## src/rtl/bias_lane_pipe.sv

```systemverilog
// bias_lane_pipe
//   Multi-lane bias stage between the accumulator tree and the activation/pool
//   stage. Per lane: out[i] = sat((a[i] + bias[ch][i] + rnd) >> SHIFT).
//   An on-chip bank holds one bias row per channel. The two pipeline stages
//   use valid/ready flow control.
//
// Parameters
//   SIZE    parallel lanes
//   DATA_W  unsigned width of each activation and output lane
//   BIAS_W  unsigned width of each bias entry
//   NUM_CH  bias bank depth (channels)
//   SHIFT   right shift applied after the add
//   ROUND   0 = truncate, 1 = round-half-up (only when SHIFT > 0)
//
// Ports
//   clock, reset                    rising-edge clock, async active-low reset
//   bias_wr_en/_addr/_data          write one bias row (lane i at [i*BIAS_W +: BIAS_W])
//   in_valid, in_ready, in_ch, a    input beat, bias row select, activation lanes
//   out_valid, out_ready, out       output beat, biased/shifted/saturated lanes
//   sat_count                       (BIAS_LANE_SAT_CNT_EN only) sticky count of clamped lanes
//
// Build option
//   BIAS_LANE_SAT_CNT_EN  adds the sat_count port and its counter.

module bias_lane_pipe #(
  parameter int SIZE   = 4,
  parameter int DATA_W = 8,
  parameter int BIAS_W = 8,
  parameter int NUM_CH = 4,
  parameter int SHIFT  = 1,
  parameter int ROUND  = 0,
  localparam int CH_W  = (NUM_CH > 1) ? $clog2(NUM_CH) : 1
) (
  input  logic                   clock,
  input  logic                   reset,
  input  logic                   bias_wr_en,
  input  logic [CH_W-1:0]        bias_wr_addr,
  input  logic [SIZE*BIAS_W-1:0] bias_wr_data,
  input  logic                   in_valid,
  output logic                   in_ready,
  input  logic [CH_W-1:0]        in_ch,
  input  logic [SIZE*DATA_W-1:0] a,
  output logic                   out_valid,
  input  logic                   out_ready,
  output logic [SIZE*DATA_W-1:0] out
`ifdef BIAS_LANE_SAT_CNT_EN
  ,
  output logic [15:0]            sat_count
`endif
);

  // Two guard bits above the wider operand hold a + bias + rounding constant.
  localparam int MW = (DATA_W > BIAS_W) ? DATA_W : BIAS_W;
  localparam int AW = MW + 2;
  localparam int RS = (SHIFT > 0) ? SHIFT - 1 : 0;
  localparam logic [AW-1:0] RND  = (ROUND != 0 && SHIFT > 0) ? AW'(64'd1 << RS) : '0;
  localparam logic [AW-1:0] MAXV = AW'((64'd1 << DATA_W) - 64'd1);

  logic [SIZE*BIAS_W-1:0] bank [NUM_CH];
  logic [SIZE*BIAS_W-1:0] row;

  logic                   s1_valid;
  logic [SIZE*DATA_W-1:0] s1_a;
  logic [SIZE*BIAS_W-1:0] s1_bias;
  logic                   s2_valid;
  logic [SIZE*DATA_W-1:0] s2_out;
  logic                   s2_load;

  logic [SIZE*DATA_W-1:0] lane_res;
  logic [SIZE-1:0]        lane_sat;

  // For a non-power-of-2 depth, channel codes past the bank read as a zero row.
  always_comb begin
    row = '0;
    if ({1'b0, in_ch} < (CH_W+1)'(NUM_CH))
      row = bank[in_ch];
  end

  // The bank is read combinationally before the edge, so a beat accepted in
  // the same cycle as a write to its channel picks up the old row.
  always_ff @(posedge clock or negedge reset) begin
    if (!reset) begin
      for (int i = 0; i < NUM_CH; i++)
        bank[i] <= '0;
    end else if (bias_wr_en && ({1'b0, bias_wr_addr} < (CH_W+1)'(NUM_CH))) begin
      bank[bias_wr_addr] <= bias_wr_data;
    end
  end

  assign s2_load  = !s2_valid || out_ready;
  assign in_ready = !s1_valid || s2_load;

  always_ff @(posedge clock or negedge reset) begin
    if (!reset) begin
      s1_valid <= 1'b0;
      s1_a     <= '0;
      s1_bias  <= '0;
      s2_valid <= 1'b0;
      s2_out   <= '0;
    end else begin
      if (in_ready) begin
        s1_valid <= in_valid;
        if (in_valid) begin
          s1_a    <= a;
          s1_bias <= row;
        end
      end
      // A bubble moving into S2 keeps the previous data; only out_valid drops.
      if (s2_load) begin
        s2_valid <= s1_valid;
        if (s1_valid)
          s2_out <= lane_res;
      end
    end
  end

  for (genvar g = 0; g < SIZE; g++) begin : g_lane
    logic [AW-1:0] sum;
    logic [AW-1:0] shr;
    assign sum = AW'(s1_a[g*DATA_W +: DATA_W]) + AW'(s1_bias[g*BIAS_W +: BIAS_W]) + RND;
    assign shr = sum >> SHIFT;
    assign lane_sat[g] = shr > MAXV;
    assign lane_res[g*DATA_W +: DATA_W] = lane_sat[g] ? {DATA_W{1'b1}} : shr[DATA_W-1:0];
  end

  assign out_valid = s2_valid;
  assign out       = s2_out;

`ifdef BIAS_LANE_SAT_CNT_EN
  logic [16:0] sat_add;
  logic [16:0] sat_sum;

  always_comb begin
    sat_add = '0;
    for (int i = 0; i < SIZE; i++)
      sat_add = sat_add + 17'(lane_sat[i]);
  end

  assign sat_sum = {1'b0, sat_count} + sat_add;

  always_ff @(posedge clock or negedge reset) begin
    if (!reset)
      sat_count <= '0;
    else if (s2_load && s1_valid)
      sat_count <= sat_sum[16] ? 16'hFFFF : sat_sum[15:0];
  end
`endif

endmodule
```

## config.mk

```make
export PLATFORM = sky130hd
export DESIGN_NAME = bias_lane_pipe
export DESIGN_NICKNAME = d
export VERILOG_FILES = /design/src/rtl/bias_lane_pipe.sv
export SDC_FILE = /design/constraint.sdc
export NUM_CORES = 1
export LEC_CHECK = 0
export CAP_MARGIN = 20
export CELL_PAD_IN_SITES_DETAIL_PLACEMENT = 0
export CELL_PAD_IN_SITES_GLOBAL_PLACEMENT = 1
export CORE_ASPECT_RATIO = 0.7
export CORE_MARGIN = 8
export CORE_UTILIZATION = 40
export CTS_CLUSTER_SIZE = 30
export DETAILED_ROUTE_END_ITERATION = 6
export PLACE_DENSITY_LB_ADDON = 0.1
export SYNTH_ARGS = -nofsm -noshare
export SYNTH_HDL_FRONTEND = slang
export SYNTH_SLANG_ARGS = --single-unit
```

## constraint.sdc

```tcl
create_clock -name clock -period 1.8 [get_ports clock]
set_input_delay 0.18 -clock clock [delete_from_list [all_inputs] [get_ports clock]]
set_output_delay 0.18 -clock clock [all_outputs]
set_load 0.005 [all_outputs]
```

==> results of run 1 <==
-- layer usage --
metal / routed length [um] / part of all wire (%) / vias up
met5: 0 / 0 / -
met4: 384 / 1.5 / 0
met3: 1020 / 3.9 / 29
met2: 11700 / 45 / 130
met1: 12700 / 49 / 3391
li1: - / - / 3022
-- registers in the layout, summed over array words and instances (netlist names) --
name / cells
bank: 128
s1_bias: 32
s1_valid: 1
out: 32
out_valid: 1
s1_a: 32
-- power breakdown --
| part | switching [uW] | leakage [uW] | total, uW | internal, uW |
|---|---|---|---|---|
| combinational | 2350 | 0.00249 | 5510 | 3160 |
| clock | 2030 | 0.000387 | 4970 | 2940 |
| sequential | 839 | 0.00268 | 7180 | 6340 |
| total | 5220 | 0.00555 | 17700 | 12400 |
-- path summary, 6_finish.rpt --
kind / startpoint / end / slack (ns) / depth (start not counted)
worst max-delay path: s1_a[24]$_DFFE_PN0P_ / out[31]$_DFFE_PN0P_ / 0.02 / 6
worst min-delay path: reset / bank[89]$_DFFE_PN0P_ / 0.17 / 2
worst max register to register: s1_a[24]$_DFFE_PN0P_ / out[31]$_DFFE_PN0P_ / 0.02 / 6
worst min register to register: out[30]$_DFFE_PN0P_ / out[30]$_DFFE_PN0P_ / 0.48 / 2
max in group asynchronous: reset / s1_bias[23]$_DFFE_PN0P_ / 0.87 / 3
min in group clock: a[9] / s1_a[9]$_DFFE_PN0P_ / 0.26 / 2
-- what timing repair did --
item	4_1_cts	5_1_grt
endpoints found under the hold margin	60	0
setup buffers	3	3
hold buffers	1	0
pin swaps	23	15
resized for setup	19	15
setup endpoints to repair	8	17
-- worst max-delay path, delay by kind of cell, from the launching register on --
kind / cells / cell delay, ns
simple gates: 1 / 0.17
compound gates: 4 / 0.76
fa+ha+maj: 1 / 0.37
flops: 1 / 0.37
-- cell usage in the layout, fill, tap and decap left out, types with 4 or more instances in the layout --
master and n:
dfrtp_1 226, mux2_2 178, clkdlybuf4s50_1 103, nand2_1 47
buf_4 45, mux4_2 32, clkbuf_16 24, ha_1 23
mux2_1 14, buf_12 13, o31ai_1 12, a21oi_1 11
nand4_1 10, inv_1 10, o21ai_0 9, a21oi_2 8
nor3_1 7, nor4_1 7, nand3_1 5, o21a_1 5
o211ai_1 5, o31a_1 5, xnor2_1 5, nor2_1 5
clkbuf_1 5, a211o_1 4, fa_2 4, clkinv_2 4
-- area by class of cell --
cell class	instances	share of cell area, %
well taps	331	3.13
multi-input cells	456	35.3
inverters	11	0.312
flip-flops and latches	226	42.7
clock inverters	10	1.19
clock buffers	30	4.78
repair buffers	165	12.6
-- per-stage QoR --
step,total power (uW),utilization (%),instance area (um^2)
floorplan,9970,-,10400
global placement,12300,47.8,12300
detailed placement,12500,47.8,12300
CTS,17700,51.3,13100
global route,18800,51.7,13200
finish,17700,51.7,13200
-- cell families (layout without fill, tap and decap cells) --
logic type	Yosys count	in the layout	share of synthesized area [%]
AOI/OAI and AO/OA	88	88	5.79
xor gates and xnor gates	5	5	0.420
adders and majority gates	32	32	4.13
buffers and inverters	45	216	2.59
DFF	226	226	54.3
muxes	224	224	27.7
and+or+nand+nor	107	107	5.16
==> key figures, run 1 <==
Die
  – DIE HEIGHT: 151 um
  – Horiz. Die Dim: 209 um
  – Top-level port count: 107
  – Die Area: 31600 um^2
  – CORE AREA: 25600 um^2
  – Initial core utilization: 40.7%
  – # rows: 49

Synthesis
  – Post-synthesis area per instance: 14.3 um^2
  – Sequential-to-total area share from yosys stat: 54.3%
  – Warnings from Yosys: 0
  – Synth area leaders: dfrtp_1 54%, mux2_2 19%, mux4_2 6.9%
  – Synth Cell Area: 10400 um^2
  – Gate Count Post-Synth: 727
  – Synth Register Bits: 226
  – Post-synth ARST share: 100%
  – Number of flops mapped to enable cells by yosys: 0
  – Post-synth top area share: 54.3%
  – Most instantiated cells after synthesis: 226 x dfrtp_1, 178 x mux2_2, 47 x nand2_1
  – Yosys top cell by area: dfrtp_1
  – Top_reg_cell synth: dfrtp_1
  – Synth cell types: 48
  – Syn Nets: 832
  – Count leader, synth: dfrtp_1

Clock network
  – CTS max path bufs: 3
  – Clock Latency Late Sink: 0.53 ns
  – Htree depth: 1
  – CTS buffer count: 24
  – Clk sink count: 226
  – Clock Tree Root: clkbuf_16
  – Worst-path clk slew: 0.06 ns
  – TritonCTS clock tree: yes

Cells and area
  – Fill cells: 2178
  – P&R area growth vs syn: 27.0%
  – Final std cells w/o fill: 1229
  – Number of antenna diodes: 0
  – FF/Latch Area: 5660 um^2
  – Area of the multi-input gates: 4670 um^2
  – Layout cell share with drive strength beyond 1: 38.4%
  – Final net count: 989

Timing
  – Final hold vios: 0
  – Tightest Pin Transition: 0.469 ns
  – Max_slew headroom: 68.8%
  – Fmax: 561 MHz
  – Setup violations, final: 0
  – Final worst-path cycle share: 99.1%
  – RSZ-0062 raised after global routing: yes
  – Pins Over Slew Limit: 0
  – Hold_ws: 0.172 ns
  – Skew final: 0.0280 ns
  – Final Worst Setup Slack: 0.0163 ns
  – Setup tns final: 0 ns
  – Fin crit period: 1.78 ns

Worst setup path
  – Critical Path RT: 2.19 ns
  – CP Launch Type: register
  – CP cell instances: and2_1 > fa_2 > a21oi_4 > o21ai_2 > o31a_1 > o31a_1
  – Crit end category: register
  – Most used cell, CP: o31a_1
  – Worst EP arrival: 2.18 ns
  – WS Path Type: register to register
  – Max FO, Critical Path: 2
  – Max incr delay on CP: 0.37 ns
  – CP max-delay cell: dfrtp_1

GRT
  – Initial antenna violation count: 0
  – Busiest grt layer: met2
  – Largest net degree at the start of global routing: 63
  – First-pass GRT wire length: 41300 um
  – Met1 Track Usage GR: 23.8%
  – Global Route Usage Sum: 16.5%
  – M2 GR Usage: 26.4%
  – Met3 GRT Util: 2.79%
  – Aggregate global routing overflow: 0
  – Vias in the first global route: 7290

Power and ir drop
  – Power per Cell Area: 1330 nW/um^2
  – Leak: 0.00555 uW
  – Maximum vdd drop: 0.000674 V

Detailed routing
  – Initial DRC count: 277
  – Routed Wire Length: 25900 um
  – Vias: 6572
  – DR pass1 iterations: 5
  – Antenna viol nets, final: 0
  – WL per Instance: 21.0 um
  – Via density: 5.35
  – DRC errors left: 0

Placement
  – Pre-CTS WS: -0.0535 ns
  – Placed insts: 1182
  – HPWL after DPL: 18300 um
  – Final Wtd Congestion: 0.860
  – IO Port Bufs: 106

Worst hold path
  – Worst min path class: primary input to async pin

Status
  – Status: complete, no violations

Run
  – Max cap viols: 0
No activity file was read; power rests on OpenSTA's default activity.
==> run 2, diff against run 1 <==
--- a/config.mk
+++ b/config.mk
@@ -5,12 +5,13 @@
 export SDC_FILE = /design/constraint.sdc
 export NUM_CORES = 1
 export LEC_CHECK = 0
+export ABC_AREA = 1
 export CAP_MARGIN = 20
 export CELL_PAD_IN_SITES_DETAIL_PLACEMENT = 0
 export CELL_PAD_IN_SITES_GLOBAL_PLACEMENT = 1
 export CORE_ASPECT_RATIO = 0.7
 export CORE_MARGIN = 8
-export CORE_UTILIZATION = 40
+export CORE_UTILIZATION = 39
 export CTS_CLUSTER_SIZE = 30
 export DETAILED_ROUTE_END_ITERATION = 6
 export PLACE_DENSITY_LB_ADDON = 0.1
==> key figures, run 2 <==
Detailed routing
  – Vias: 8184 (was 6572)
  – Antenna viol nets, final: 0 (unchanged)
  – DRC errors left: 0 (unchanged)
  – DR pass1 iterations: 5 (unchanged)
  – Routed Wire Length: 27500 um (was 25900 um)
  – WL per Instance: 15.9 um (was 21.0 um)
  – Initial DRC count: 515 (was 277)
  – Via density: 4.72 (was 5.35)

Timing
  – Final Worst Setup Slack: 0.0799 ns (was 0.0163 ns)
  – RSZ-0062 raised after global routing: no (was yes)
  – Final hold vios: 0 (unchanged)
  – Pins Over Slew Limit: 0 (unchanged)
  – Final worst-path cycle share: 95.6% (was 99.1%)
  – Fin crit period: 1.72 ns (was 1.78 ns)
  – Skew final: 0.0123 ns (was 0.0280 ns)
  – Fmax: 581 MHz (was 561 MHz)
  – Setup violations, final: 0 (unchanged)
  – Setup tns final: 0 ns (unchanged)
  – Max_slew headroom: 66.3% (was 68.8%)
  – Tightest Pin Transition: 0.506 ns (was 0.469 ns)

Synthesis
  – XOR/XNOR Fraction of Synth Area: 1.01% (was 0.420%)
  – Post-synth ARST share: 100% (unchanged)
  – Gate Count Post-Synth: 1253 (was 727)
  – Synth Register Bits: 226 (unchanged)
  – Adder-cell share of the synthesized area: 4.15% (was 4.13%)
  – Number of flops mapped to enable cells by yosys: 0 (unchanged)
  – Synth cell types: 21 (was 48)
  – Synth Area in Simple Gates: 21.4% (was 5.16%)
  – Post-synth top area share: 54.5% (was 54.3%)
  – Count leader, synth: nand2_1 (was dfrtp_1)
  – Warnings from Yosys: 0 (unchanged)
  – Complex-gate fraction of the synthesized area: 13.1% (was 5.79%)
  – Most instantiated cells after synthesis: 371 x nand2_1, 226 x dfrtp_1, 198 x o21ai_0 (was 226 x dfrtp_1, 178 x mux2_2, 47 x nand2_1)
  – Post-synthesis area per instance: 8.28 um^2 (was 14.3 um^2)
  – Synth area leaders: dfrtp_1 55%, nand2_1 13%, o21ai_0 9.6% (was dfrtp_1 54%, mux2_2 19%, mux4_2 6.9%)
  – Largest family of logic cells by synthesized area: simple AND/OR/NAND/NOR gates (was multiplexers)
  – Mux cell area share after synthesis: 0% (was 27.7%)
  – Synth Cell Area: 10400 um^2 (about the same)
  – Top_reg_cell synth: dfrtp_1 (unchanged)
  – Yosys top cell by area: dfrtp_1 (unchanged)
  – Syn Nets: 1358 (was 832)
  – Sequential-to-total area share from yosys stat: 54.5% (was 54.3%)

Worst setup path
  – Critical Path RT: 1.62 ns (was 2.19 ns)
  – CP Launch Type: register (unchanged)
  – Crit path buf inv count: 1 (was 0)
  – Worst setup startpoint: out_valid$_DFFE_PN0P_ (was s1_a[24]$_DFFE_PN0P_)
  – Reg2reg end: out[7]$_DFFE_PN0P_ (was out[31]$_DFFE_PN0P_)
  – Worst EP arrival: 1.54 ns (was 2.18 ns)
  – Worst r2r src: s1_bias[0]$_DFFE_PN0P_ (was s1_a[24]$_DFFE_PN0P_)
  – R2R Setup Slk: 0.15 ns (was 0.02 ns)
  – Max FO, Critical Path: 3 (was 2)
  – CP cell instances: nand3_2 > clkdlybuf4s50_1 (was and2_1 > fa_2 > a21oi_4 > o21ai_2 > o31a_1 > o31a_1)
  – Top delay family on crit path: buffers and inverters (was compound AO/OA/AOI/OAI gates)
  – Levels on crit path: 2 (was 6)
  – Reg2Reg Depth: 9 (was 6)
  – Critical Path Sink: in_ready (was out[31]$_DFFE_PN0P_)
  – WS Path Type: register to primary output (was register to register)
  – Crit end category: primary output (was register)
  – CP max-delay cell: clkdlybuf4s50_1 (was dfrtp_1)
  – Max incr delay on CP: 0.51 ns (was 0.37 ns)

Clock network
  – Clock Tree Root: clkbuf_16 (unchanged)
  – CTS buffer count: 24 (unchanged)
  – Htree depth: 1 (unchanged)
  – Clock Latency Late Sink: 0.52 ns (was 0.53 ns)
  – CTS max path bufs: 3 (unchanged)
  – Clk sink count: 226 (unchanged)
  – Worst-path clk slew: 0.06 ns (about the same)
  – TritonCTS clock tree: yes (unchanged)

GRT
  – Global Route Usage Sum: 17.4% (was 16.5%)
  – Vias in the first global route: 8184 (was 7290)
  – First-pass GRT wire length: 46100 um (was 41300 um)
  – Aggregate global routing overflow: 0 (unchanged)
  – Initial antenna violation count: 0 (unchanged)
  – Largest net degree at the start of global routing: 65 (was 63)

Power and ir drop
  – Power per Cell Area: 1220 nW/um^2 (was 1330 nW/um^2)
  – Leak: 0.00622 uW (was 0.00555 uW)
  – Total power: 15500 uW (was 17700 uW)
  – Maximum vdd drop: 0.000558 V (was 0.000674 V)

Die
  – Die Area: 32200 um^2 (was 31600 um^2)
  – Top-level port count: 107 (unchanged)
  – Horiz. Die Dim: 211 um (was 209 um)
  – DIE HEIGHT: 152 um (was 151 um)
  – Initial core utilization: 39.2% (was 40.7%)
  – # rows: 50 (was 49)
  – CORE AREA: 26500 um^2 (was 25600 um^2)

Cells and area
  – P&R area growth vs syn: 22.8% (was 27.0%)
  – Max reg flops: 128 (unchanged)
  – Number of antenna diodes: 0 (unchanged)
  – Final std cells w/o fill: 1733 (was 1229)
  – Commonest cells after routing, fill and taps aside: 371 x nand2_1, 226 x dfrtp_1, 196 x o21ai_0 (was 226 x dfrtp_1, 178 x mux2_2, 103 x clkdlybuf4s50_1)
  – Final net count: 1459 (was 989)
  – Top reg by flops: bank (unchanged)
  – Final Cell Area: 12700 um^2 (was 13200 um^2)
  – Layout cell share with drive strength beyond 1: 5.33% (was 38.4%)
  – Most common cell after layout, fill and taps aside: nand2_1 (was dfrtp_1)

Placement
  – Pre-CTS WS: 0.0446 ns (was -0.0535 ns)
  – Final Wtd Congestion: 0.802 (was 0.860)
  – HPWL after DPL: 18700 um (was 18300 um)
  – Placed insts: 1691 (was 1182)
  – Area post-placement: 12000 um^2 (was 12300 um^2)
  – IO Port Bufs: 106 (unchanged)

Worst hold path
  – Worst min path class: primary input to async pin (unchanged)

Run
  – Max cap viols: 0 (unchanged)

Status
  – Status: complete, no violations (unchanged)
-- run 2: cell types whose count changed in the layout (fill, tap and decap cells not counted), sizes merged, moves of 72 or more --
| cell | before | now |
|---|---|---|
| nand2 | 49 | 372 |
| o21ai | 13 | 210 |
| inv | 12 | 84 |
| mux2 | 192 | 0 |
| nor2 | 6 | 168 |
-- run 2: how the worst min path moves through the flow --
stage                            end  cells past startpoint   from
2_1_floorplan    bank[0]$_DFFE_PN0P_                      0  reset
5_1_grt         s1_a[12]$_DFFE_PN0P_                      3  a[12]
4_1_cts         s1_a[27]$_DFFE_PN0P_                      3  a[27]
3_5_place_dp    bank[29]$_DFFE_PN0P_                      1  reset
3_3_place_gp   bank[126]$_DFFE_PN0P_                      1  reset
6_report        bank[29]$_DFFE_PN0P_                      2  reset
-- run 2: cell families after synthesis --
kind of cell	after synthesis
compound gates	263
flops	226
buf+inv	147
fa+ha+maj	32
simple gates	573
xor+xnor	12
-- run 2: area by class of cell --
class                      count  area, um^2
clock inverter                 4        31.3
tap                          364         455
inverter                      84         315
multi-input combinational    880        4110
sequential                   226        5660
fill                        2688       13700
clock buffer                  37         689
timing repair buffer         138        1480
-- run 2: layer usage --
metal / track usage, % / part of all wire, %
met3: 2.82 / 4.3
met2: 23.6 / 39
met5: 0 / 0
met1: 28.5 / 56
met4: 3.09 / 1.5
-- run 2: report_power, final --
| group | switching [uW] | total [uW] | internal (uW) | leakage [uW] |
|---|---|---|---|---|
| combinational | 2110 | 4060 | 1950 | 0.00310 |
| clock | 1990 | 4610 | 2630 | 0.000354 |
| sequential | 701 | 6860 | 6150 | 0.00277 |
| total | 4790 | 15500 | 10700 | 0.00622 |
-- run 2: through the flow --
step / hold slack, ns / util (%)
after floorplan: -0.116 / -
after detailed placement: 0.168 / 45.4
after global routing: 0.202 / 48.1
after global placement: 0.166 / 45.4
after CTS: 0.174 / 48.1
final: 0.197 / 48.1
-- run 2: repair_timing --
item,in CTS,in global routing
endpoints found under the setup margin,0,2
hold endpoints to repair,67,0
hold buffers,1,0
setup buffers,0,0
resized for setup,0,2
==> RTL change, RTL diff (flow settings as in run 2) <==
Change the parameter `BIAS_W` from 8 to 7.
--- a/src/rtl/bias_lane_pipe.sv
+++ b/src/rtl/bias_lane_pipe.sv
@@ -25,7 +25,7 @@
 module bias_lane_pipe #(
   parameter int SIZE   = 4,
   parameter int DATA_W = 8,
-  parameter int BIAS_W = 8,
+  parameter int BIAS_W = 7,
   parameter int NUM_CH = 4,
   parameter int SHIFT  = 1,
   parameter int ROUND  = 0,
Ports: changed (resized bias_wr_data); port bits go from 107 to 103. No check against the original RTL was run, so the function may have changed too.
==> RTL change against run 2 <==
- sequential cell count down 20
- clock power decreased by 2%
- wire length shrank 7.2%
- power shrank 5.5%
- synthesized area fell by 6.3%
- global-route usage shrank 0.42 points
- die area shrank 5.7%
- non-clock buffer count is 10 lower
- design area decreased by 6.4%
- clock skew rose by 0.0063 ns
- worst setup slack improved by 0.098 ns
- largest cell class unchanged
- largest power group unchanged
==> RTL change: results (changes against run 2) <==
* Status: finished, final reports clean
- The pin count of the biggest net entering global routing is 57 (-12%).
- The met3 layer usage reported by global route was 0.0306 (+0.00249).
- Tightest Pin Transition: 0.459 ns (-0.0470 ns)
- The worst voltage drop across the vdd grid was 0.000658 V (+18%).
- The leakage power is 5.85 nW (-6.0%).
- Arr. time, crit path: 2.03 ns (+0.49 ns)
* Number of buffers inserted during clock tree synthesis: 22 (-8.3%)
- The share of total power in the clock network came to 0.307 (+0.010).
* Synthesized net count: 1307 (-3.8%)
- Switching power of the nets: 4.66 mW (-2.8%)
* Top cell types by occurrence after synthesis: 372 x sky130_fd_sc_hd__nand2_1, 206 x sky130_fd_sc_hd__dfrtp_1, 174 x sky130_fd_sc_hd__o21ai_0
- Critical path's largest stage delay: 0.42 ns (-0.09 ns)
- The sequential cell area fraction in the yosys report is 0.530 (-0.0149).
* Dominant cells by area after synthesis: sky130_fd_sc_hd__dfrtp_1 53%, sky130_fd_sc_hd__nand2_1 14%, sky130_fd_sc_hd__o21ai_0 9.0%
* PnR worst setup slack: 0.178 ns (+0.0982 ns)
- The slowest stage of the critical path is the sky130_fd_sc_hd__fa_1 cell.
* Wirelength, routed: 25600 um (-7.2%)
- Net count, final: 1399 (-4.1%)
- The maximum fanout encountered on the critical timing path is 4 (+1).
- The count of vias placed by the detailed router is 7867 (-3.9%).
- Crit. End Element: flip-flop
- Seq pwr: 6.27 mW (-8.6%)
- The overall routing resource usage is 0.170 (-0.00420).
- Count of different cell masters after synthesis: 26 (+24%)
[RTL change: final timing paths]
| kind | end | cells after the start | start | slack (ns) |
|---|---|---|---|---|
| max in group asynchronous | out[24]$_DFFE_PN0P_ | 3 | reset | 0.98 |
| worst max-delay path | out[13]$_DFFE_PN0P_ | 10 | s1_bias[7]$_DFFE_PN0P_ | 0.18 |
| min in group clock | s1_bias[26]$_DFFE_PN0P_ | 4 | in_ch[0] | 0.18 |
| worst min-delay path | bank[9]$_DFFE_PN0P_ | 2 | reset | 0.18 |
| worst max register to register | out[13]$_DFFE_PN0P_ | 10 | s1_bias[7]$_DFFE_PN0P_ | 0.18 |
| worst min register to register | bank[56]$_DFFE_PN0P_ | 2 | bank[56]$_DFFE_PN0P_ | 0.47 |
[RTL change: logic make-up (layout without fill, tap and decap cells)]
group | Yosys count | in the layout | share of synthesized area
and+or+nand+nor | 590 | 590 | 0.237
AOI/OAI and AO/OA | 231 | 231 | 0.123
DFF | 206 | 206 | 0.530
buffers and inverters | 151 | 258 | 0.0665
adders and majority gates | 28 | 28 | 0.0391
xor gates and xnor gates | 4 | 4 | 0.00360
[RTL change: metrics by stage]
stage / instances / util / hold WS [ns] / instance area, um^2
5_1_grt: 1642 / 0.485 / 0.197 / 11900
6_report: 1642 / 0.485 / 0.176 / 11900
4_1_cts: 1642 / 0.485 / 0.162 / 11900
3_3_place_gp: 1602 / 0.456 / 0.179 / 11200
2_1_floorplan: 1210 / - / -0.116 / 9720
3_5_place_dp: 1602 / 0.456 / 0.173 / 11200
[RTL change: area by class of cell]
type	count	area, um^2
Fill cell	2440	12600
Inverter	91	342
Clock buffer	29	617
Multi-Input combinational cell	853	3940
Clock inverter	10	103
Sequential cell	206	5150
Tap cell	325	407
Timing Repair Buffer	128	1360
